[src/rtl/lzd_norm_pipe.sv]
// rtl/lzd_norm_pipe.sv - two-stage leading-zero count and normalise pipeline
// S1 registers operand + LZD-tree count, S2 registers the barrel-shifted result.
module lzd_norm_pipe #(
  parameter int WIDTH = 32,
  parameter int TAG_W = 4,
  localparam int CW = $clog2(WIDTH)
) (
  input  logic             clk,
  input  logic             rst_n,
  input  logic             in_valid,
  output logic             in_ready,
  input  logic [WIDTH-1:0] in_data,
  input  logic [TAG_W-1:0] in_tag,
  output logic             out_valid,
  input  logic             out_ready,
  output logic [WIDTH-1:0] out_data,
  output logic [CW-1:0]    out_lzc,
  output logic             out_zero,
  output logic [TAG_W-1:0] out_tag
);

  // Tree of 2-bit LZD cells, then merges pairing (hi, lo) nodes level by level.
  // Node i of a level covers the i-th slice counted from the LSB end.
  function automatic logic [CW-1:0] lzd_tree(input logic [WIDTH-1:0] d);
    logic [CW-1:0] cnt [WIDTH/2];
    logic          vld [WIDTH/2];
    for (int i = 0; i < WIDTH/2; i++) begin
      vld[i] = d[2*i+1] | d[2*i];
      cnt[i] = {{(CW-1){1'b0}}, ~d[2*i+1]};
    end
    for (int l = 1; l < CW; l++) begin
      for (int i = 0; i < (WIDTH >> (l+1)); i++) begin
        cnt[i] = vld[2*i+1] ? cnt[2*i+1] : (cnt[2*i] | (CW'(1) << l));
        vld[i] = vld[2*i+1] | vld[2*i];
      end
    end
    return vld[0] ? cnt[0] : '0;
  endfunction

  logic             s1_v;
  logic [WIDTH-1:0] s1_data;
  logic [CW-1:0]    s1_lzc;
  logic             s1_zero;
  logic [TAG_W-1:0] s1_tag;
  logic             s1_load;
  logic             s2_load;

  assign s2_load  = s1_v & (~out_valid | out_ready);
  assign in_ready = ~s1_v | s2_load;
  assign s1_load  = in_valid & in_ready;

  always_ff @(posedge clk or negedge rst_n) begin
    if (!rst_n) begin
      s1_v    <= 1'b0;
      s1_data <= '0;
      s1_lzc  <= '0;
      s1_zero <= 1'b0;
      s1_tag  <= '0;
    end else if (s1_load) begin
      s1_v    <= 1'b1;
      s1_data <= in_data;
      s1_lzc  <= lzd_tree(in_data);
      s1_zero <= ~|in_data;
      s1_tag  <= in_tag;
    end else if (s2_load) begin
      s1_v    <= 1'b0;
    end
  end

  always_ff @(posedge clk or negedge rst_n) begin
    if (!rst_n) begin
      out_valid <= 1'b0;
      out_data  <= '0;
      out_lzc   <= '0;
      out_zero  <= 1'b0;
      out_tag   <= '0;
    end else if (s2_load) begin
      out_valid <= 1'b1;
      out_data  <= s1_data << s1_lzc;
      out_lzc   <= s1_lzc;
      out_zero  <= s1_zero;
      out_tag   <= s1_tag;
    end else if (out_ready) begin
      out_valid <= 1'b0;
    end
  end

endmodule

[config.mk]
export PLATFORM = sky130hd
export DESIGN_NAME = lzd_norm_pipe
export DESIGN_NICKNAME = d
export VERILOG_FILES = /design/src/rtl/lzd_norm_pipe.sv
export SDC_FILE = /design/constraint.sdc
export NUM_CORES = 1
export LEC_CHECK = 0
export CAP_MARGIN = 20
export CORE_AREA = 2 2 123 125
export CTS_BUF_LIST = sky130_fd_sc_hd__clkbuf_8 sky130_fd_sc_hd__clkbuf_16
export CTS_CLUSTER_SIZE = 8
export DETAILED_ROUTE_END_ITERATION = 10
export DIE_AREA = 0 0 125 127
export PLACE_DENSITY = 0.59
export SLEW_MARGIN = 20
export SYNTH_ARGS = -nofsm -noshare
export SYNTH_HDL_FRONTEND = slang
export SYNTH_SLANG_ARGS = --single-unit
[constraint.sdc]
create_clock -name clk -period 4.1 [get_ports clk]
set_clock_uncertainty 0.05 [all_clocks]
set_input_delay 0.41 -clock clk [delete_from_list [all_inputs] [get_ports clk]]
set_output_delay 0.41 -clock clk [all_outputs]
set_load 0.005 [all_outputs]
* Yosys cells after proc, flatten, opt, wreduce, memory -nomap -nowiden
Index checks and enable logic that the tools add are counted.
** Word-level totals
- Input bits :: 40
- Logic and storage cells :: 88
- Bits in registers :: 86
** Operators by class
- Bitwise operators :: 53
- Mux-type cells :: 20
- Reduce and logical (&&, ||, !) cells :: 4
- Shifts and indexed selects :: 1
** Operators by type and width (count)
- $or 1x1->1 :: 33
- $reduce_or 32->1 :: 1
- $shl 32x5->32 :: 1
- $not 1->1 :: 18
- $mux 2 :: 8
- $mux 3 :: 4
- $mux 5 :: 2
- $mux 4 :: 2
- $mux 1 :: 4
- $reduce_bool 2->1 :: 2
- $and 1x1->1 :: 2
- $logic_not 1->1 :: 1

* Longest topological paths before layout
- Depth in word-level cells :: 6
- Depth in mapped cells :: 8

* Least setup slack after synthesis
No wires, ideal clock.
- Path type :: reg2reg
- Start point :: register s1_lzc[0]
- End point :: register out_data[17]
- Period minus slack after synthesis :: 1955 ps
- Path buffers :: 2
- Stages on the path, launching flop included :: 8
- Arrival :: 1779 ps
- Library setup time :: 126 ps
- Setup slack :: 2145 ps
- Cell sequence :: dfrtp_1 > buf_6 > buf_12 > mux4_2 > mux2_2 > o21ai_2 > a21oi_1 > a221o_1
** On the way
- Cells in the longest elaborated chain, start to end :: 1
** RTL lines
- start, declared :: RTL line 42 : logic [CW-1:0] s1_lzc;
- start signal, assigned :: RTL line 62 : s1_lzc <= lzd_tree(in_data);
- $shl 32x5->32 :: RTL line 79 : out_data <= s1_data << s1_lzc;
- end signal, assigned :: RTL line 79
- end, declared :: RTL line 16 : output logic [WIDTH-1:0] out_data,
No other way between the ends.
A chain may end at the register's enable or synchronous reset.

* Worst setup path after layout
- Start point :: register s1_lzc[0]
- End point :: register out_data[29]
Same word-level chain as after synthesis.

==> flow_summary.toml <==
[place]
hpwl_um = 10100
gp_congestion = 0.857
port_buffers = 83
place_ws_ps = 1340
dp.cells = 696

[routing]
drcViolationCount = 0
wl_um = 13300
dr_total_vias = 3916
postRouteAntennaNets = 0
drtIter0Drc = 256
wire_per_inst_um = 18.8
dr.pass1.iters = 4
vias_per_cell = 5.51

[clock_network]
ctsResizeCount = 0
clk_path_buf_depth = 2
worstSkewPairLatency_ps = 350
hold_buffers = 0
cts_sinks = 86
cts-root-buf = "clkbuf_16"
post_cts_buffers = 0
htree_levels = 3
cts_made_buffers = 9
cts.reportedPaths.clkPinSlew_ps = 60
cts_tree = "done"

[timing]
drv_slew = 0
max_freq_mhz = 366
rsz0062_at_grt = "no"
fin_ws_ps = 1370
finalHoldViolCount = 1
min_period_ps = 2730
fin_crit_sh = 0.667
setup_viol = 0
worst_slew_pin_slew_ps = 1060
hold_slack_ps = -0.183
tns_ps = 0
max-slew-margin-rel = 0.293

[finish]
stdcell_count = 711
multi_input_area_um2 = 2630
finalNetCount = 563
seqCellArea_um2 = 2150
nFillCells = 1403
drive_gt1_frac = 0.176
area_growth_pct = 24.5
diodes = 0

[worst_setup_path]
worst-endpoint-required_ps = 4280
crit_path_start_kind = "flip-flop"
crit_fanout = 22
endpoint_kind = "flip-flop"
path_class = "reg -> reg"
crit_arrival_ps = 2920

[global_route]
use_met3 = 0.0331
gr-usage-met2 = 0.258
grt_usage = 0.172
grt-busiest-layer = "met2"
overflow = 0
grt_antenna_before_repair = 0
use_met1 = 0.245
grt_pass1_vias = 3863
grt_pass1_wl_um = 21400
grt_max_degree = 52

[logic_synthesis]
synth_ff_type = "dfrtp_1"
yosysWarnings = 0
ys_top_cells_by_area = "dfrtp_1, mux4_2, mux2_2"
postSynthCellCount = 452
synthesis.area_um2 = 4990
yosysTopAreaCellShare = 0.431
async_reset_ff_frac = 1.00
yosysTopAreaCell = "dfrtp_1"
synth_cell_types = 57
avgSynthCellArea_um2 = 11.0
ys_ff_latch = 86
synth_fp_nets = 492
synth_edf_count = 0
yosysSeqAreaShare = 0.431

[floorplan]
die_area_um2 = 15900
io_pins = 84
die_w_um = 125
start_util = 0.346
fp.coreArea_um2 = 14400
rows = 44
die_h_um = 127

[power]
vdd_drop_max_mv = 0.196
power_density_nw_per_um2 = 454
power_leakage_nw = 2.55

[outcome]
status = "complete, but fails checks"
violations = "hold timing"

[job]
drv_cap = 0

[hold_path]
hold_class = "in -> async"
==> cells in the mapped netlist, types with 4 or more instances <==
| cell | number |
|---|---|
| dfrtp_1 | 86 |
| nand2_1 | 63 |
| mux2_2 | 42 |
| nor2_1 | 24 |
| mux4_2 | 23 |
| o21ai_0 | 20 |
| mux2i_1 | 19 |
| a21oi_1 | 18 |
| clkbuf_1 | 16 |
| a22o_1 | 10 |
| a22oi_1 | 8 |
| inv_1 | 8 |
| nand2b_1 | 7 |
| nor3_1 | 7 |
| buf_2 | 6 |
| nand3_1 | 6 |
| o211ai_1 | 6 |
| o31ai_1 | 6 |
| a211oi_1 | 5 |
| a221o_1 | 5 |
| and2_1 | 5 |
| a2111oi_0 | 4 |
| nor4_1 | 4 |
==> worst max-delay path: stages (launching register included) <==
cell and delay, ps:
dfrtp_1 710, buf_4 450, mux4_1 670, a211oi_1 320, a2111oi_0 130, a211o_1 290
==> layer usage <==
layer	vias to the layer above	share of wire
li1	1842	-
met5	-	0
met2	93	0.46
met3	17	0.044
met4	0	0.021
met1	1964	0.48
==> cell usage in the layout (no fill, tap or decap), drive strengths merged, types with 3 or more instances in the layout <==
master and n:
a221o 5, a2111oi 4, nor2b 3, or4 3, o31ai 6, buf 10
mux2i 19, clkdlybuf4s50 82, a21o 3, nand3 6, inv 11, a22o 10
a22oi 8, nand2b 7, nor2 24, mux2 43, clkbuf 11, nor3 7
mux4 26, dfrtp 86, nand2 63, o211ai 6, a21oi 18, a211oi 5
nor4 6, a211o 3, o21ai 22, and2 5
==> state kept, by name, indices dropped and copies added (netlist names) <==
register	count
s1_v	1
s1_data	32
s1_tag	4
out_valid	1
out_tag	4
s1_lzc	5
out_zero	1
out_data	32
s1_zero	1
out_lzc	5
==> where the power goes <==
| part | total [mW] | internal (mW) | leakage, nW | switching (mW) |
|---|---|---|---|---|
| sequential | 1.16 | 1.01 | 1.05 | 0.148 |
| clock | 0.747 | 0.432 | 0.145 | 0.315 |
| combinational | 0.911 | 0.526 | 1.36 | 0.385 |
| total | 2.82 | 1.97 | 2.55 | 0.848 |
==> through the flow <==
stage          hold WS [ps]   util  cell area, µm²  total power, mW
2_1_floorplan          64.4      -            4990             1.65
3_3_place_gp            393  0.412            5940             2.07
3_5_place_dp            394  0.412            5940             2.09
4_1_cts                25.3  0.431            6210             2.85
5_1_grt                34.5  0.431            6210             2.98
6_report             -0.183  0.431            6210             2.82
==> worst paths after layout <==
check                      cells past startpoint             startpoint                        to  slack (ps)
setup / recovery                               5  s1_lzc[0]$_DFFE_PN0P_  out_data[29]$_DFFE_PN0P_        1370
hold / removal                                 1                  rst_n   out_data[2]$_DFFE_PN0P_        -0.2
setup reg to reg                               5  s1_lzc[0]$_DFFE_PN0P_  out_data[29]$_DFFE_PN0P_        1370
hold reg to reg                                2  s1_tag[3]$_DFFE_PN0P_    out_tag[3]$_DFFE_PN0P_         410
max in group asynchronous                      2                  rst_n    out_lzc[1]$_DFFE_PN0P_        2990
min in group clk                               2  s1_tag[3]$_DFFE_PN0P_    out_tag[3]$_DFFE_PN0P_         410
==> final cells by class <==
class	instances	share of cell area
clock inverters	4	0.00262
flip-flops and latches	86	0.346
well taps	184	0.0371
inverters	9	0.00544
clock buffers	11	0.0407
multi-input cells	325	0.424
repair buffers	92	0.144
==> cells by family (layout without fill, tap and decap cells) <==
| family | after synthesis | after routing | share of synthesized area |
|---|---|---|---|
| AO/OA/AOI/OAI | 103 | 103 | 0.144 |
| AND/OR/NAND/NOR | 134 | 134 | 0.127 |
| multiplexers | 88 | 88 | 0.256 |
| buffers and inverters | 41 | 116 | 0.0416 |
| flip-flops | 86 | 86 | 0.431 |
Note: power is estimated with default switching activity, not from simulation.
